### src/rtl/w_ram_pkg.sv
// w_ram_pkg: shared definitions for the FFT-result BRAM reader (and writer).
//   state_t     - reader FSM states
//   FLAG_MAGIC  - upper 24 bits of a valid completion flag word
//   FLAG_ADDR   - byte address of the completion flag word
//   FRAME_WORDS - 32-bit words per FFT frame
//   FRAME_STRIDE- byte stride between frames
//   MAX_FRAMES  - largest frame count a set may carry
//   flag_ok()   - completion-flag validity test
package w_ram_pkg;

  typedef enum logic [2:0] {
    IDLE     = 3'd0,
    FLAG_RD  = 3'd1,
    FLAG_CHK = 3'd2,
    RD_ISSUE = 3'd3,
    RD_WAIT  = 3'd4,
    OUT      = 3'd5,
    CLEAR    = 3'd6
  } state_t;

  localparam logic [23:0] FLAG_MAGIC   = 24'hF0F0F0;
  localparam logic [31:0] FLAG_ADDR    = 32'd8000;
  localparam int          FRAME_WORDS  = 28;
  localparam int          FRAME_STRIDE = 112;
  localparam int          MAX_FRAMES   = 56;

  // Low byte must be F0..F4; its low three bits carry the mode.
  function automatic logic flag_ok(input logic [31:0] w);
    return (w[31:8] == FLAG_MAGIC) && (w[7:3] == 5'b11110) && (w[2:0] <= 3'd4);
  endfunction

endpackage

### src/rtl/w_ram_addr_gen.sv
// w_ram_addr_gen: (frame, word) position tracker and byte-address generator.
//   clk, reset : clock, asynchronous active-low reset
//   start      : load position frame 1 / word 0
//   adv        : step to the next word (wraps word, bumps frame)
//   total      : frame count of the current set
//   f          : current frame index, 1-based
//   last       : current position is the final word of the set
//   addr_nxt   : byte address of the position valid after this clock edge
module w_ram_addr_gen
  import w_ram_pkg::*;
(
  input  logic        clk,
  input  logic        reset,
  input  logic        start,
  input  logic        adv,
  input  logic [5:0]  total,
  output logic [5:0]  f,
  output logic        last,
  output logic [31:0] addr_nxt
);

  localparam int KW = $clog2(FRAME_WORDS);

  logic [KW-1:0] k, k_d;
  logic [5:0]    f_d;

  assign last = (f == total) && (k == KW'(FRAME_WORDS - 1));

  // Advancing past the final word is suppressed so f never exceeds total.
  always_comb begin
    f_d = f;
    k_d = k;
    if (start) begin
      f_d = 6'd1;
      k_d = '0;
    end else if (adv && !last) begin
      if (k == KW'(FRAME_WORDS - 1)) begin
        k_d = '0;
        f_d = f + 6'd1;
      end else begin
        k_d = k + KW'(1);
      end
    end
  end

  // Frame data starts one word past the frame base.
  assign addr_nxt = 32'(FRAME_STRIDE) * (32'(f_d) - 32'd1) + ((32'(k_d) + 32'd1) << 2);

  always_ff @(posedge clk or negedge reset) begin
    if (!reset) begin
      f <= '0;
      k <= '0;
    end else begin
      f <= f_d;
      k <= k_d;
    end
  end

endmodule

### src/rtl/w_ram_reader.sv
// w_ram_reader: polls the FFT-result completion flag over BRAM port B, streams
// the stored set out on a valid/ready interface, then clears the flag.
//   clk, reset    : clock, asynchronous active-low reset
//   frame_total   : frames in the set, sampled when the flag is detected
//   addrb..web    : BRAM port B (clkb = clk, rstb tied low)
//   m_data/m_valid/m_ready/m_frame/m_last : output stream
//   m_choise      : mode bits from the flag low byte
//   busy          : set from flag detect until the flag has been cleared
// Build option W_RAM_READER_CHK_EN: append one beat carrying the XOR of all
// words of the set (m_frame=0, m_last on that beat).
//
// state    | meaning
// IDLE     | count POLL_GAP cycles between polls
// FLAG_RD  | flag address on port B, waiting RD_LAT cycles
// FLAG_CHK | evaluate flag word, start a set or drop back to IDLE
// RD_ISSUE | data address on port B
// RD_WAIT  | waiting RD_LAT cycles for data, then capture
// OUT      | beat presented, waiting for handshake
// CLEAR    | one-cycle write of zero to the flag word
module w_ram_reader
  import w_ram_pkg::*;
#(
  parameter int POLL_GAP = 1024,
  parameter int RD_LAT   = 2
) (
  input  logic        clk,
  input  logic        reset,
  input  logic [5:0]  frame_total,
  output logic [31:0] addrb,
  output logic        clkb,
  output logic [31:0] dinb,
  input  logic [31:0] doutb,
  output logic        enb,
  output logic        rstb,
  output logic [3:0]  web,
  output logic [31:0] m_data,
  output logic        m_valid,
  input  logic        m_ready,
  output logic [5:0]  m_frame,
  output logic        m_last,
  output logic [2:0]  m_choise,
  output logic        busy
);

  localparam int PW = $clog2(POLL_GAP + 1);

  state_t        state;
  logic [PW-1:0] poll_cnt;
  logic [1:0]    lat_cnt;
  logic [5:0]    total_q;
  logic          gen_start, gen_adv, gen_last;
  logic [5:0]    gen_f;
  logic [31:0]   gen_addr;
  logic          hs;

`ifdef W_RAM_READER_CHK_EN
  logic [31:0] xor_acc;
  logic        chk_beat;
`endif

  assign clkb = clk;
  assign rstb = 1'b0;
  assign hs   = m_valid && m_ready;

  assign gen_start = (state == FLAG_CHK) && flag_ok(doutb);
  assign gen_adv   = (state == OUT) && hs;

  w_ram_addr_gen u_addr_gen (
    .clk      (clk),
    .reset    (reset),
    .start    (gen_start),
    .adv      (gen_adv),
    .total    (total_q),
    .f        (gen_f),
    .last     (gen_last),
    .addr_nxt (gen_addr)
  );

  always_ff @(posedge clk or negedge reset) begin
    if (!reset) begin
      state    <= IDLE;
      poll_cnt <= '0;
      lat_cnt  <= '0;
      total_q  <= '0;
      addrb    <= '0;
      dinb     <= '0;
      enb      <= 1'b0;
      web      <= '0;
      m_data   <= '0;
      m_valid  <= 1'b0;
      m_frame  <= '0;
      m_last   <= 1'b0;
      m_choise <= '0;
      busy     <= 1'b0;
`ifdef W_RAM_READER_CHK_EN
      xor_acc  <= '0;
      chk_beat <= 1'b0;
`endif
    end else begin
      case (state)
        IDLE: begin
          if (poll_cnt == PW'(POLL_GAP - 1)) begin
            poll_cnt <= '0;
            addrb    <= FLAG_ADDR;
            enb      <= 1'b1;
            web      <= '0;
            lat_cnt  <= 2'(RD_LAT - 1);
            state    <= FLAG_RD;
          end else begin
            poll_cnt <= poll_cnt + PW'(1);
          end
        end
        FLAG_RD: begin
          if (lat_cnt == 2'd0) state <= FLAG_CHK;
          else                 lat_cnt <= lat_cnt - 2'd1;
        end
        FLAG_CHK: begin
          if (flag_ok(doutb)) begin
            m_choise <= doutb[2:0];
            total_q  <= frame_total;
            busy     <= 1'b1;
`ifdef W_RAM_READER_CHK_EN
            xor_acc  <= '0;
            chk_beat <= 1'b0;
`endif
            if (frame_total == 6'd0 || frame_total > 6'(MAX_FRAMES)) begin
              addrb <= FLAG_ADDR;
              dinb  <= '0;
              web   <= 4'hF;
              enb   <= 1'b1;
              state <= CLEAR;
            end else begin
              addrb <= gen_addr;
              enb   <= 1'b1;
              state <= RD_ISSUE;
            end
          end else begin
            enb   <= 1'b0;
            state <= IDLE;
          end
        end
        RD_ISSUE: begin
          lat_cnt <= 2'(RD_LAT - 1);
          state   <= RD_WAIT;
        end
        RD_WAIT: begin
          if (lat_cnt == 2'd0) begin
            m_data  <= doutb;
            m_frame <= gen_f;
`ifdef W_RAM_READER_CHK_EN
            m_last  <= 1'b0;
`else
            m_last  <= gen_last;
`endif
            m_valid <= 1'b1;
            enb     <= 1'b0;
            state   <= OUT;
          end else begin
            lat_cnt <= lat_cnt - 2'd1;
          end
        end
        OUT: begin
          if (hs) begin
            m_valid <= 1'b0;
`ifdef W_RAM_READER_CHK_EN
            if (chk_beat) begin
              addrb <= FLAG_ADDR;
              dinb  <= '0;
              web   <= 4'hF;
              enb   <= 1'b1;
              state <= CLEAR;
            end else if (gen_last) begin
              // Checksum beat follows the final data word directly.
              m_data   <= xor_acc ^ m_data;
              m_frame  <= '0;
              m_last   <= 1'b1;
              m_valid  <= 1'b1;
              chk_beat <= 1'b1;
            end else begin
              xor_acc <= xor_acc ^ m_data;
              addrb   <= gen_addr;
              enb     <= 1'b1;
              state   <= RD_ISSUE;
            end
`else
            if (gen_last) begin
              addrb <= FLAG_ADDR;
              dinb  <= '0;
              web   <= 4'hF;
              enb   <= 1'b1;
              state <= CLEAR;
            end else begin
              addrb <= gen_addr;
              enb   <= 1'b1;
              state <= RD_ISSUE;
            end
`endif
          end
        end
        CLEAR: begin
          web   <= '0;
          enb   <= 1'b0;
          busy  <= 1'b0;
          state <= IDLE;
        end
        default: state <= IDLE;
      endcase
    end
  end

endmodule
### config.mk
export PLATFORM = sky130hd
export DESIGN_NAME = w_ram_reader
export DESIGN_NICKNAME = d
export VERILOG_FILES = /design/src/rtl/w_ram_pkg.sv /design/src/rtl/w_ram_addr_gen.sv /design/src/rtl/w_ram_reader.sv
export SDC_FILE = /design/constraint.sdc
export NUM_CORES = 1
export LEC_CHECK = 0
export ABC_AREA = 1
export BUFFER_PORTS_ARGS = -buffer_cell sky130_fd_sc_hd__buf_2
export CAP_MARGIN = 15
export CORE_ASPECT_RATIO = 0.9
export CORE_MARGIN = 1.5
export CORE_UTILIZATION = 40
export DETAILED_ROUTE_END_ITERATION = 8
export PLACE_DENSITY = 0.68
export SYNTH_ARGS = -nofsm -noshare
export SYNTH_HDL_FRONTEND = slang
export SYNTH_SLANG_ARGS = --single-unit
### constraint.sdc
create_clock -name clk -period 6 [get_ports clk]
set_clock_uncertainty 0.15 [all_clocks]
set_input_delay 0.6 -clock clk [delete_from_list [all_inputs] [get_ports clk]]
set_output_delay 0.6 -clock clk [all_outputs]
set_load 0.05 [all_outputs]
==> results of run 1 <==
critical path: stages, from the launching register on:
cell     delay, ns
dfrtp_1       0.39
ha_1          0.23
nand4_1       0.20
inv_2         0.24
nand3_2       0.15
nand2_2       0.10
nand3_4       0.12
inv_1         0.14
ha_1          0.34
xor2_2        0.27
inv_2         0.08
fa_1          0.53
fa_1          0.49
ha_1          0.36
a21oi_1       0.08
inv_1         0.05
a31oi_1       0.05
nor2_1        0.11
nand2_1       0.09
nor2_1        0.10
nand2_1       0.07
nor2_1        0.18
nand2_1       0.09
ha_1          0.29
o21ai_0       0.15
per-layer routing:
metal | GRT usage | routed length [um] | up-vias
met5 | 0 | 0 | -
met4 | 0.0685 | 194 | 0
met3 | 0.0372 | 525 | 11
met2 | 0.287 | 6560 | 90
met1 | 0.221 | 6230 | 2353
li1 | - | - | 2482
Yosys cell counts, drive strengths merged, types with 2 or more instances:
library cell  instances
o21ai                45
nor3                  9
nor2                 61
dfrtp               108
clkbuf                5
ha                   21
buf                  47
and3                  2
nand4                11
xor2                 17
a22o                  7
a21o                  2
a21oi                18
xnor2                 8
o211ai                3
or2                   2
nand3                39
o22ai                 2
mux2                 25
nand2               185
inv                  91
fa                    3
a31oi                 2
worst paths after layout:
check / from / end / slack (ns) / depth (start not counted)
setup / recovery: u_addr_gen.k[0] / addrb[14] / 0.85 / 24
hold / removal: reset / m_data[28] / 0.14 / 1
setup reg to reg: u_addr_gen.k[0] / addrb[14] / 0.85 / 24
hold reg to reg: poll_cnt[6] / poll_cnt[6] / 0.32 / 1
max in group asynchronous: reset / addrb[21] / 4.55 / 2
min in group clk: doutb[19] / m_data[19] / 0.23 / 2
registers in the layout, summed over array words and instances, names as in the netlist:
register / count
m_data: 32
addrb: 29
poll_cnt: 11
m_frame: 6
total_q: 6
u_addr_gen.f: 6
u_addr_gen.k: 5
m_choise: 3
state: 3
lat_cnt: 2
busy: 1
enb: 1
m_last: 1
m_valid: 1
web: 1
power breakdown:
group	total [W]	internal (W)	switching [W]
clock network	0.000706	0.000378	0.000328
registers	0.00105	0.000931	0.000122
logic	0.00149	0.000382	0.00110
cell families (layout without fill, tap and decap cells):
| kind of cell | Yosys count | count (layout) | share of synthesized area |
|---|---|---|---|
| AND/OR/NAND/NOR | 312 | 312 | 0.252 |
| buffers and inverters | 144 | 232 | 0.112 |
| flip-flops | 108 | 108 | 0.427 |
| AO/OA/AOI/OAI | 84 | 84 | 0.0765 |
| XOR/XNOR | 25 | 25 | 0.0370 |
| multiplexers | 25 | 25 | 0.0445 |
| adder cells (fa/ha/maj) | 24 | 24 | 0.0510 |
| other | 1 | 35 | 0.000592 |
layout make-up:
cell class,count,area share
inverters,92,0.0475
repair buffers,120,0.0827
well taps,202,0.0345
clock inverters,7,0.00769
clock buffers,13,0.0417
multi-input cells,505,0.417
flip-flops and latches,108,0.369
through the flow:
step | std cells | instance area (um^2) | power [W] | util | hold slack [ns]
after floorplan | 757 | 6460 | 0.00227 | - | 0.154
after global placement | 1028 | 6960 | 0.00257 | 0.451 | 0.310
after detailed placement | 1028 | 6960 | 0.00259 | 0.451 | 0.310
after CTS | 1047 | 7320 | 0.00328 | 0.474 | 0.178
after global routing | 1047 | 7320 | 0.00345 | 0.474 | 0.218
final | 1047 | 7320 | 0.00325 | 0.474 | 0.137
==> impl_metrics.py, run 1 <==
metrics = {
    "global_routing": {
        "grt_pass1_vias": 4856,
        "grt_pass1_wl_um": 22600,
        "grt.overflow.total": 0,
        "grt_max_degree": 76,
        "grt.total_usage": 0.173,
        "antenna_found_initial": 0,
    },
    "synthesis": {
        "yosys.area.top_type": "dfrtp_1",
        "synth_area_mm2": 0.00633,
        "syn_inst": 723,
        "synth-seq-cells": 108,
        "synth_cell_type_count": 49,
        "synth_warnings": 0,
        "synth_ff_type": "dfrtp_1",
        "netlist_top_cells_area": "dfrtp_1 (43%), nand2_1 (9.8%), buf_4 (4.9%), inv_1 (4.7%), mux2_2 (4.4%)",
        "synth_top_area_share": 0.427,
        "avgSynthCellArea_um2": 8.76,
        "async_flop_share": 1.00,
        "synth_edf_count": 0,
        "synth-seq-area-share": 0.427,
    },
    "floorplan": {
        "rows": 43,
        "die_x_um": 136,
        "design.die.area_mm2": 0.0166,
        "io_pins": 156,
        "die_h_um": 122,
        "core_mm2": 0.0154,
        "start_util": 0.410,
    },
    "drt": {
        "vias_per_cell": 4.71,
        "drc": 0,
        "vias": 4936,
        "drtIter0Drc": 302,
        "first_pass_iters": 5,
        "wirelength_um": 13500,
        "wire_per_inst_um": 12.9,
        "antenna_left": 0,
    },
    "clocking": {
        "holdBufCountCts": 0,
        "cts_resized": 0,
        "post_cts_buffers": 0,
        "clock_latency_ns": 0.46,
        "cts_tree": "done",
        "clk_pin_slew_worst_paths_ns": 0.08,
    },
    "sta": {
        "worstMarginPinSlew_ns": 1.05,
        "fmax_ghz": 0.194,
        "slew_headroom": 0.298,
        "slew_violations": 0,
        "setup_viol_count_final": 0,
        "finalWorstSetupSlack_ns": 0.852,
        "layout_worst_path_cycle_share": 0.858,
        "hold_violations": 0,
        "setup_tns_ns": 0,
        "rsz0062_at_grt": "no",
        "period_minus_slack_ns": 5.15,
    },
    "cells_and_area": {
        "seqCellArea_mm2": 0.00270,
        "diodes": 0,
        "n_fill_cell": 1493,
        "mostFrequentLayoutCells": "nand2_1 (165), buf_2 (119), dfrtp_1 (108)",
        "multiInputGateArea_mm2": 0.00305,
        "drive_above_1_share": 0.271,
        "area_growth_pct": 15.6,
        "final_net_count": 905,
        "final_common_cell": "nand2_1",
    },
    "critical_path": {
        "critPathCaptureType": "flop",
        "cp_max_fo": 11,
        "cp-start-kind": "flop",
        "required_ns": 6.23,
        "cp.arrival_ns": 5.38,
        "crit_type": "reg2reg",
    },
    "placement": {
        "port_buffers": 120,
        "dp_hpwl_um": 9970,
        "place_congestion": 0.820,
        "place_ws_ns": 0.480,
    },
    "power": {
        "p_leak_nw": 3.97,
        "ir_worst_vdd_v": 0.000260,
        "powerDensity_mw_per_mm2": 443,
    },
    "flow_run": {
        "max_cap_violations": 0,
    },
    "outcome": {
        "outcome": "finished clean",
    },
    "hold_path": {
        "hp-class": "in2async",
    },
}
Note: power is estimated with default switching activity, not from simulation.
==> inputs of run 2 (changes only) <==
--- a/config.mk
+++ b/config.mk
@@ -9,9 +9,10 @@
 export BUFFER_PORTS_ARGS = -buffer_cell sky130_fd_sc_hd__buf_2
 export CAP_MARGIN = 15
 export CORE_ASPECT_RATIO = 0.9
-export CORE_MARGIN = 1.5
+export CORE_MARGIN = 4
 export CORE_UTILIZATION = 40
 export DETAILED_ROUTE_END_ITERATION = 8
+export MAX_ROUTING_LAYER = met4
 export PLACE_DENSITY = 0.68
 export SYNTH_ARGS = -nofsm -noshare
 export SYNTH_HDL_FRONTEND = slang
==> run 2 against run 1 <==
Compared with the run above:
- combinational power about the same
- cell area rose by 0.50%
- register-to-register slack worse by 0.02 ns
- sequential share of layout area down 0.18 points
- critical endpoint unchanged
==> impl_metrics.py, run 2 (synthesis results as in run 1) <==
metrics = {
    "outcome": {
        "outcome": "finished clean",
    },
    "cells_and_area": {
        "reg_top3": "m_data x32, addrb x29, poll_cnt x11",
        "mostFrequentLayoutCells": "nand2_1 (165), buf_2 (119), dfrtp_1 (108)",
        "drive_above_1_share": 0.270,
        "final_net_count": 906,
        "diodes": 0,
        "largest_reg_flops": 32,
        "area_growth_pct": 16.2,
        "regMostFlops": "m_data",
        "final_core_util": 0.475,
        "final_common_cell": "nand2_1",
    },
    "floorplan": {
        "io_pins": 156,
        "die_x_um": 141,
        "rows": 43,
        "design.die.area_mm2": 0.0179,
        "die_h_um": 127,
        "core_mm2": 0.0155,
        "start_util": 0.409,
    },
    "placement": {
        "place_congestion": 0.810,
        "port_buffers": 120,
        "dp_hpwl_um": 10500,
    },
    "power": {
        "p_total_w": 0.00328,
        "powerDensity_mw_per_mm2": 446,
        "p_leak_nw": 3.98,
        "ir_worst_vdd_v": 0.000298,
    },
    "clocking": {
        "cts_resized": 0,
        "clk_pin_slew_worst_paths_ns": 0.07,
        "holdBufCountCts": 1,
        "cts_tree": "done",
        "post_cts_buffers": 0,
        "clock_latency_ns": 0.46,
    },
    "drt": {
        "wirelength_um": 13700,
        "drc": 0,
        "vias_per_cell": 4.68,
        "first_pass_iters": 4,
        "vias": 4899,
        "drtIter0Drc": 248,
        "wire_per_inst_um": 13.1,
        "antenna_left": 0,
    },
    "sta": {
        "rsz0062_at_grt": "no",
        "layout_worst_path_cycle_share": 0.861,
        "fmax_ghz": 0.194,
        "slew_violations": 0,
        "hold_violations": 0,
        "setup_tns_ns": 0,
        "period_minus_slack_ns": 5.16,
        "setup_viol_count_final": 0,
        "worstMarginPinSlew_ns": 1.04,
        "slew_headroom": 0.303,
    },
    "critical_path": {
        "cp-start-kind": "flop",
        "critPathCaptureType": "flop",
        "cp_max_fo": 11,
        "cp.arrival_ns": 5.39,
        "required_ns": 6.22,
        "crit_type": "reg2reg",
    },
    "global_routing": {
        "grt_max_degree": 62,
        "grt.total_usage": 0.164,
        "grt_pass1_vias": 4848,
        "grt.overflow.total": 0,
        "grt_pass1_wl_um": 23100,
        "antenna_found_initial": 0,
    },
    "hold_path": {
        "hp-class": "in2reg",
    },
    "flow_run": {
        "max_cap_violations": 0,
    },
}
==> run 2: cell types whose count changed in the layout (fill, tap and decap cells not counted), sizes merged <==
cell,before,now
clkinvlp,0,1
dlygate4sd3,0,1
clkinv,5,1
inv,94,93
bufinv,0,1
clkbuf,12,14
==> run 2: worst paths after layout <==
kind                       slack [ns]            start  depth (start not counted)           to
min in group asynchronous        0.52            reset                          2    m_data[0]
max in group asynchronous        3.96            reset                          3    addrb[25]
max reg2reg                      0.84  u_addr_gen.k[0]                         24    addrb[14]
min                              0.23        doutb[10]                          2   m_data[10]
max                              0.84  u_addr_gen.k[0]                         24    addrb[14]
min reg2reg                      0.32      poll_cnt[6]                          1  poll_cnt[6]
==> run 2: metrics by stage <==
| step | hold slack (ns) | instances | setup slack, ns | area [um^2] |
|---|---|---|---|---|
| 2_1_floorplan | 0.154 | 757 | 1.20 | 6460 |
| 3_3_place_gp | 0.307 | 1028 | 0.624 | 6960 |
| 3_5_place_dp | 0.309 | 1028 | 0.472 | 6960 |
| 4_1_cts | 0.217 | 1047 | 0.820 | 7360 |
| 5_1_grt | 0.224 | 1047 | 0.340 | 7360 |
| 6_report | 0.233 | 1047 | 0.836 | 7360 |
==> run 2: area by class of cell <==
cell class                 count  area [um^2]
fill                        1516         8140
timing repair buffer         121          616
tap                          202          253
multi-input combinational    505         3050
clock inverter                 4         55.1
clock buffer                  15          333
sequential                   108         2700
inverter                      92          348
==> run 2: per-layer routing <==
layer | track usage | vias up | share of wire
met3 | 0.0329 | 17 | 0.038
met1 | 0.205 | 2309 | 0.46
met5 | - | - | 0
li1 | - | 2493 | -
met2 | 0.262 | 80 | 0.49
met4 | 0.0644 | 0 | 0.018
==> run 2: critical path, cell delays in order, from the launching register on <==
cell and delay, ns:
dfrtp_1 0.39, ha_1 0.23, nand4_1 0.21, inv_2 0.25
nand3_2 0.15, nand2_2 0.10, nand3_4 0.12, inv_1 0.14
ha_1 0.34, xor2_2 0.25, inv_2 0.08, fa_1 0.53
fa_1 0.49, ha_1 0.36, a21oi_1 0.08, inv_1 0.05
a31oi_1 0.05, nor2_1 0.10, nand2_1 0.09, nor2_1 0.11
nand2_1 0.07, nor2_1 0.18, nand2_1 0.09, ha_1 0.29
o21ai_0 0.17
==> run 2: power breakdown <==
part | total (W) | internal [W] | switching (W)
logic | 0.00148 | 0.000381 | 0.00110
registers | 0.00106 | 0.000932 | 0.000125
clock network | 0.000743 | 0.000437 | 0.000306
total | 0.00328 | 0.00175 | 0.00153
